$ cat src/rtl/lfsr_count_decoder_if.sv
// Start/busy/done handshake bundle for lfsr_count_decoder.
// master drives the request (start, dp); slave returns busy/done/n/err.
interface lfsr_count_decoder_if;
  logic       start;
  logic [7:0] dp;
  logic       busy;
  logic       done;
  logic [7:0] n;
  logic       err;

  modport master (
    output start, dp,
    input  busy, done, n, err
  );

  modport slave (
    input  start, dp,
    output busy, done, n, err
  );
endinterface

$ cat src/rtl/lfsr_count_decoder.sv
// Serial decoder from an 8-bit LFSR state back to its step count from SEED.
// Optional search limit compiled in with macro LFSR_DEC_TIMEOUT_EN.
module lfsr_count_decoder #(
  parameter logic [7:0]  SEED      = 8'h01,
  parameter logic [7:0]  TAPS      = 8'hB8,
  parameter int unsigned MAX_STEPS = 255
) (
  input  logic                        i_clk,
  input  logic                        i_rst,
  lfsr_count_decoder_if.slave         bus
);

`ifdef LFSR_DEC_TIMEOUT_EN
  localparam bit TimeoutEn = 1'b1;
`else
  localparam bit TimeoutEn = 1'b0;
`endif

  localparam logic [7:0] StepLimit = 8'(MAX_STEPS - 1);

  typedef enum logic {StIdle, StSearch} state_e;

  state_e     r_state;
  logic       r_start_q;
  logic [7:0] r_lfsr;
  logic [7:0] r_cnt;
  logic [7:0] r_target;
  logic       r_busy;
  logic       r_done;
  logic [7:0] r_n;
  logic       r_err;

  logic       w_start_edge;
  logic [7:0] w_lfsr_next;
  logic       w_match;
  logic       w_at_limit;

  assign w_start_edge = bus.start & ~r_start_q;
  assign w_lfsr_next  = {r_lfsr[6:0], ^(r_lfsr & TAPS)};
  assign w_match      = (r_lfsr == r_target);
  // Constant-folds away when the timeout is not compiled in.
  assign w_at_limit   = TimeoutEn && (r_cnt == StepLimit);

  always_ff @(posedge i_clk or posedge i_rst) begin
    if (i_rst) begin
      r_state   <= StIdle;
      r_start_q <= 1'b0;
      r_lfsr    <= SEED;
      r_cnt     <= 8'h00;
      r_target  <= 8'h00;
      r_busy    <= 1'b0;
      r_done    <= 1'b0;
      r_n       <= 8'h00;
      r_err     <= 1'b0;
    end else begin
      r_start_q <= bus.start;
      r_done    <= 1'b0;
      case (r_state)
        StIdle: begin
          if (w_start_edge) begin
            if (bus.dp != 8'h00) begin
              r_target <= bus.dp;
              r_lfsr   <= SEED;
              r_cnt    <= 8'h00;
              r_busy   <= 1'b1;
              r_state  <= StSearch;
            end else begin
              // Zero is never produced by the LFSR: report immediately.
              r_done <= 1'b1;
              r_err  <= 1'b1;
              r_n    <= 8'h00;
            end
          end
        end
        StSearch: begin
          if (w_match) begin
            r_n     <= r_cnt;
            r_err   <= 1'b0;
            r_done  <= 1'b1;
            r_busy  <= 1'b0;
            r_state <= StIdle;
          end else if (w_at_limit) begin
            r_n     <= r_cnt;
            r_err   <= 1'b1;
            r_done  <= 1'b1;
            r_busy  <= 1'b0;
            r_state <= StIdle;
          end else begin
            r_lfsr <= w_lfsr_next;
            r_cnt  <= r_cnt + 8'h01;
          end
        end
      endcase
    end
  end

  assign bus.busy = r_busy;
  assign bus.done = r_done;
  assign bus.n    = r_n;
  assign bus.err  = r_err;

endmodule
$ cat src/flat_wrapper.sv
// flat-port wrapper written by rule: the top's interface ports become plain ports
module lfsr_count_decoder_flat 
#(
  parameter logic [7:0]  SEED      = 8'h01,
  parameter logic [7:0]  TAPS      = 8'hB8,
  parameter int unsigned MAX_STEPS = 255
)
  (i_clk, i_rst, bus_start, bus_dp, bus_busy, bus_done, bus_n, bus_err);
  lfsr_count_decoder_if bus_i ();
  input  logic i_clk;
  input  logic i_rst;
  input wire logic [$bits(bus_i.start)-1:0] bus_start;
  input wire logic [$bits(bus_i.dp)-1:0] bus_dp;
  output wire logic [$bits(bus_i.busy)-1:0] bus_busy;
  output wire logic [$bits(bus_i.done)-1:0] bus_done;
  output wire logic [$bits(bus_i.n)-1:0] bus_n;
  output wire logic [$bits(bus_i.err)-1:0] bus_err;
  assign bus_i.start = bus_start;
  assign bus_i.dp = bus_dp;
  assign bus_busy = bus_i.busy;
  assign bus_done = bus_i.done;
  assign bus_n = bus_i.n;
  assign bus_err = bus_i.err;
  lfsr_count_decoder #(.SEED(SEED), .TAPS(TAPS), .MAX_STEPS(MAX_STEPS)) u_core (.i_clk(i_clk), .i_rst(i_rst), .bus(bus_i));
endmodule
$ cat config.mk
export PLATFORM = sky130hd
export DESIGN_NAME = lfsr_count_decoder_flat
export DESIGN_NICKNAME = d
export VERILOG_FILES = /design/src/rtl/lfsr_count_decoder_if.sv /design/src/rtl/lfsr_count_decoder.sv /design/src/flat_wrapper.sv
export SDC_FILE = /design/constraint.sdc
export NUM_CORES = 1
export LEC_CHECK = 0
export ABC_AREA = 1
export ABC_CLOCK_PERIOD_IN_PS = 2300
export BUFFER_PORTS_ARGS = -buffer_cell sky130_fd_sc_hd__buf_2
export CORE_UTILIZATION = 60
export DETAILED_ROUTE_END_ITERATION = 8
export PLACE_DENSITY = 0.82
export SLEW_MARGIN = 20
export SYNTH_ARGS = -nofsm -noshare
export SYNTH_HDL_FRONTEND = slang
export SYNTH_SLANG_ARGS = --single-unit
$ cat constraint.sdc
create_clock -name i_clk -period 2.3 [get_ports i_clk]
set_input_delay 0.115 -clock i_clk [delete_from_list [all_inputs] [get_ports i_clk]]
set_output_delay 0.115 -clock i_clk [all_outputs]
set_load 0.02 [all_outputs]
## Word-level counts from Yosys, hierarchy flattened

Cells that the tools add are included.

| word-level totals | value |
|---|---|
| register bits | 37 |
| input bits | 11 |
| output and inout bits | 11 |
| logic and storage cells | 52 |

| cells by class | value |
|---|---|
| add/subtract/negate cells | 1 |
| equal/unequal tests | 6 |
| mux-type cells | 27 |
| bitwise logic cells | 3 |
| reductions and logical operators | 6 |

Operators by type and width:

| cell | number |
|---|---|
| 8-bit 2-to-1 mux | 9 |
| 8-bit one-hot mux with 2 select lines | 3 |
| 3-bit AND reduction | 4 |
| 1-bit 2-to-1 mux | 11 |
| 8-bit by 1-bit adder with 8-bit output, second input constant | 1 |
| 8-bit == test | 1 |
| 1-bit one-hot mux with 2 select lines | 4 |
| 8-bit nonzero test | 1 |
| 8-bit XOR reduction | 1 |
| 2-bit != test, second input constant | 3 |
| 2-bit by 1-bit != test with 1-bit output, second input constant | 2 |
| 1-bit NOT | 2 |
| 1-bit AND | 1 |

## Longest topological paths before layout

| logic depth | value |
|---|---|
| depth after elaboration | 4 |
| mapped depth | 10 |
| gate-level depth less buffers | 10 |

## Worst setup path before layout

Ideal clock, no wire load.

| path | value |
|---|---|
| path type | reg2reg |
| start | register u_core.r_lfsr[0] |
| end | register u_core.r_n[2] (netlist: u_core.bus.n[2]) |
| library setup time | 0.065 ns |
| data arrival time | 1.251 ns |
| required time | 2.235 ns |
| slack | 0.984 ns |
| cell stages (with the launch flop) | 10 |
| path buffers | 1 |
| period minus slack after synthesis | 1.316 ns |
| cell sequence | dfstp_2 > nand2_1 > nand2_1 > nand2_1 > nor2_2 > nand2_2 > buf_6 > nor2_8 > nand3_2 > nand2_1 |

| between the ends | value |
|---|---|
| cells in the longest elaborated chain, start to end | 3 |

Ends and longest elaborated chain:

| item | RTL line | text |
|---|---|---|
| from (decl) | lfsr_count_decoder.sv:25 | `logic [7:0] r_lfsr;` |
| from (signal assigned) | lfsr_count_decoder.sv:89 | `r_lfsr <= w_lfsr_next;` |
| 8-bit == test | lfsr_count_decoder.sv:40 | `assign w_match = (r_lfsr == r_target);` |
| 2-bit != test (no source line) | -- |  |
| 3-bit AND reduction (no source line) | -- |  |
| to (signal assigned) | lfsr_count_decoder.sv:77 | `r_n <= r_cnt;` |
| to (signal assigned) | lfsr_count_decoder.sv:83 | `r_n <= r_cnt;` |
| to (decl) | lfsr_count_decoder.sv:30 | `logic [7:0] r_n;` |

No other way between the ends.
A chain may end at the register's enable or synchronous reset.

## Worst setup path in the final report

| path | value |
|---|---|
| start | register u_core.r_lfsr[0] |
| end | register u_core.r_cnt[3] |

| between the ends | value |
|---|---|
| cells in the longest elaborated chain, start to end | 3 |

Ends and longest elaborated chain:

| item | RTL line | text |
|---|---|---|
| 8-bit == test | lfsr_count_decoder.sv:40 |  |
| 2-bit != test (no source line) | -- |  |
| 3-bit AND reduction (no source line) | -- |  |
| to (signal assigned) | lfsr_count_decoder.sv:90 | `r_cnt <= r_cnt + 8'h01;` |
| to (decl) | lfsr_count_decoder.sv:26 | `logic [7:0] r_cnt;` |

No other way between the ends.

==> results.md <==
- Final cycle utilization of the critical path: 77.0%
- Routed wire length: 3.36 mm
- Slew headroom: between 40 and 50%
- Sw Share: between 40 and 50%
- Pleak: 1.05 nW
- Crit Reg-Reg Endpoint: u_core.r_cnt[3]$_DFFE_PP0P_
- Syn Nets: between 200 and 250
- Worst slew pin tran: roughly 780 ps
- Design Power: 2.62 mW
- Place WS: between 300 and 400 ps
- Critical path endpoint category: flop
- Worst Path Max Fanout: 17
- Final hold vios: 0
- First drt pass iteration count: 4
- Post-route setup slack: approximately 530 ps
- Largest net degree at the start of global routing: 38
- Fmax: 564 MHz
- Die area: between 3000 and 4000 µm²
- Synth Cell Area: roughly 1800 µm²
- Met3 layer usage reported by global route: a little under 8%
- WL/cell: ~12 µm
- Register area share after synthesis: between 50% and 60%
- Worst clock skew: about 9.5 ps
- Final HPWL DP: approximately 2.3 mm
- Remaining DRCs: 0
- Setup TNS Final: 0 ps
- Post-synth top area cell: dfrtp_1
- First-pass GRT wire length: between 5 and 6 mm
- GRT met1 Usage: a little over a third
- # IOs: 22
- Reg clk slew, reported paths: roughly 100 ps
- Synth warn: 0
- Number of flops mapped to enable cells by yosys: 0
- Type of origin of the critical path: flop
- GRT busiest layer: met1
- Asr flop ratio synth: 100%
- Max-capacitance violation count: 0
- DR iter-0 viols: 85
- Initial Util: roughly two thirds
- Synth area leaders: dfrtp_1 49%, nand2_1 15%, nand3_1 9.6%
- Minimum clock period: about 1800 ps
- Routed via count: 1492
- Clock power share: 13.5%
- Clock sinks: 37
- Port bufs: 21
- Die Wd: 57.1 µm
- RSZ-0062 raised after global routing: false
- Peak VDD IR: around 0.66 mV
- Nets@finish: ~260
- Critical Path Sink: u_core.r_cnt[3]$_DFFE_PP0P_
- FF-to-FF setup slack: approximately 530 ps
- Seq pwr share: a little under half
- FP Rows: 19
- Clock Latency Late Sink: 350 ps
- Critical Path RT: 2540 ps
- Final Cell Area: approximately 2000 µm²
- Synth top area share: between 40% and 50%
- Switch Pwr: 1.10 mW
- Layout area overhead: 10.6%
- Netlist cell types: 27
- CTS buffer count: 5
- Cell-internal power: around 1.5 mW
- Outcome: complete, no violations
- CP startpoint: u_core.r_lfsr[0]$_DFFE_PP1P_
- Clock Root Buffer: clkbuf_4
- Routability cong.: ~0.78
- Mapped Cells: between 200 and 250
- Diodes inserted: 0
- Chip Height: 57.1 µm
- Core ar.: 2810 µm²
- ANT nets after route: 0
- Hold Crit Start: bus_dp[4]
- Setup violations, final: 0
- CTS Buffer Depth: 2
- CTS tree: built
- Vias in the first global route: approximately 1300
- Avg Cell Area, Syn: roughly 8.2 µm²
- Slew Limit Fails: 0
- DP Area: 1930 µm²
- Reg-to-reg startpoint: u_core.r_lfsr[0]$_DFFE_PP1P_
- Initial antenna violation count: 0
- Dominant synthesized flop cell: dfrtp_1
- Hold Crit Class: input port to flop
- Share of cells above drive strength 1: about 16%
- Pwr/cell area: about 1300 nW/µm²
- Yosys reg bits: 37
- Overflow after GRT: 0
- CP Data Arrival Time: a little over 2000 ps
- GR Layer Usage met2: 33.9%
- Total GRT Usage: between 20% and 30%
- DR vias/cell: ~5.4
- H-tree depth: 2
- Critical path type: flop to flop
- Comb pwr share: 41.2%
- R2R depth: 9
- Postcts setup bufs: 0
## worst max-delay path, stage by stage, from the launching register on
cell and delay (ps):
dfstp_2 570, nand2_1 60, nand2_1 60, nand2_1 50, nor2_2 140, nand2_2 210, nand2_4 240, nand2_2 160
nand2_1 120, nand2_1 50
## routing by layer
layer / part of all wire [%] / up-vias
met3: 5.5 / 5
met1: 50 / 685
met4: 1.9 / 0
met5: 0 / -
li1: - / 754
met2: 43 / 48
## layout make-up
class	count	area [µm²]
Clock buffer	8	58.8
Fill cell	230	792
Inverter	22	82.6
Multi-Input combinational cell	154	766
Sequential cell	37	927
Tap cell	31	38.8
Timing Repair Buffer	25	140
## power groups by stage
stage / Combinational, mW / Sequential, mW / Clock (mW)
finish: 1.08 / 1.19 / 0.354
detailed placement: 1.07 / 1.20 / 0
CTS: 1.08 / 1.18 / 0.364
floorplan: 0.777 / 1.24 / 0
global route: 1.24 / 1.23 / 0.393
global placement: 1.04 / 1.19 / 0
## cells in the final DEF, fill, tap and decap left out, types with 2 or more instances in the layout
cell type and n:
nor2_1 7, clkbuf_1 2, xor2_1 2, nor3b_1 2
dlygate4sd3_1 2, nand3_1 35, nand4_1 3, dfrtp_1 36
nor2_2 2, buf_4 2, nand2_2 2, buf_2 21
clkbuf_4 5, inv_1 22, a21oi_1 2, o21ai_0 9
xnor2_1 5, nand2_1 75
## worst min-delay path by stage
stage / end / slack [ps] / depth (start not counted)
after floorplan: u_core.r_start_q$_DFF_PP0_ / 150 / 0
after global placement: u_core.r_lfsr[4]$_DFFE_PP0P_ / 240 / 3
after detailed placement: u_core.r_start_q$_DFF_PP0_ / 240 / 1
after CTS: u_core.r_target[4]$_DFFE_PP0P_ / 20 / 3
after global routing: u_core.r_target[4]$_DFFE_PP0P_ / 30 / 3
final: u_core.r_target[4]$_DFFE_PP0P_ / 30 / 3
## state kept, by name (all words and copies together), names as in the netlist
| signal | cells |
|---|---|
| u_core.r_lfsr | 8 |
| u_core.r_target | 8 |
| u_core.r_state | 1 |
| u_core.bus.n | 8 |
| u_core.r_cnt | 8 |
| u_core.bus.err | 1 |
| u_core.bus.busy | 1 |
| u_core.bus.done | 1 |
| u_core.r_start_q | 1 |
## kinds of logic after synthesis
logic type,after synthesis,synth area share [%]
AND/OR/NAND/NOR,133,33.6
flip-flops,37,50.9
buffers and inverters,30,7.42
AO/OA/AOI/OAI,13,3.99
XOR/XNOR,7,3.37
adder cells (fa/ha/maj),1,0.687
## per-stage QoR
stage          hold slack [ps]  std cells  util (%)
2_1_floorplan              146        221         -
3_3_place_gp               236        267      68.7
3_5_place_dp               245        267      68.7
4_1_cts                   19.9        277      71.5
5_1_grt                   27.5        277      71.8
6_report                  28.1        277      71.8
## repair_timing
action / in CTS / in global routing
hold buffers: 2 / 0
endpoints found under the hold margin: 37 / 0
resized for setup: 0 / 0
## Yosys cell counts (2+ instances only)
| library cell | count |
|---|---|
| inv_1 | 22 |
| o21ai_0 | 9 |
| nand4_1 | 3 |
| dfrtp_1 | 36 |
| nand2_2 | 2 |
| buf_6 | 2 |
| nor2_1 | 7 |
| xor2_1 | 2 |
| nor3b_1 | 2 |
| nand3_1 | 35 |
| a21oi_1 | 2 |
| xnor2_1 | 5 |
| buf_2 | 5 |
| nor2_2 | 2 |
| nand2_1 | 75 |
No activity file was read; power rests on OpenSTA's default activity.
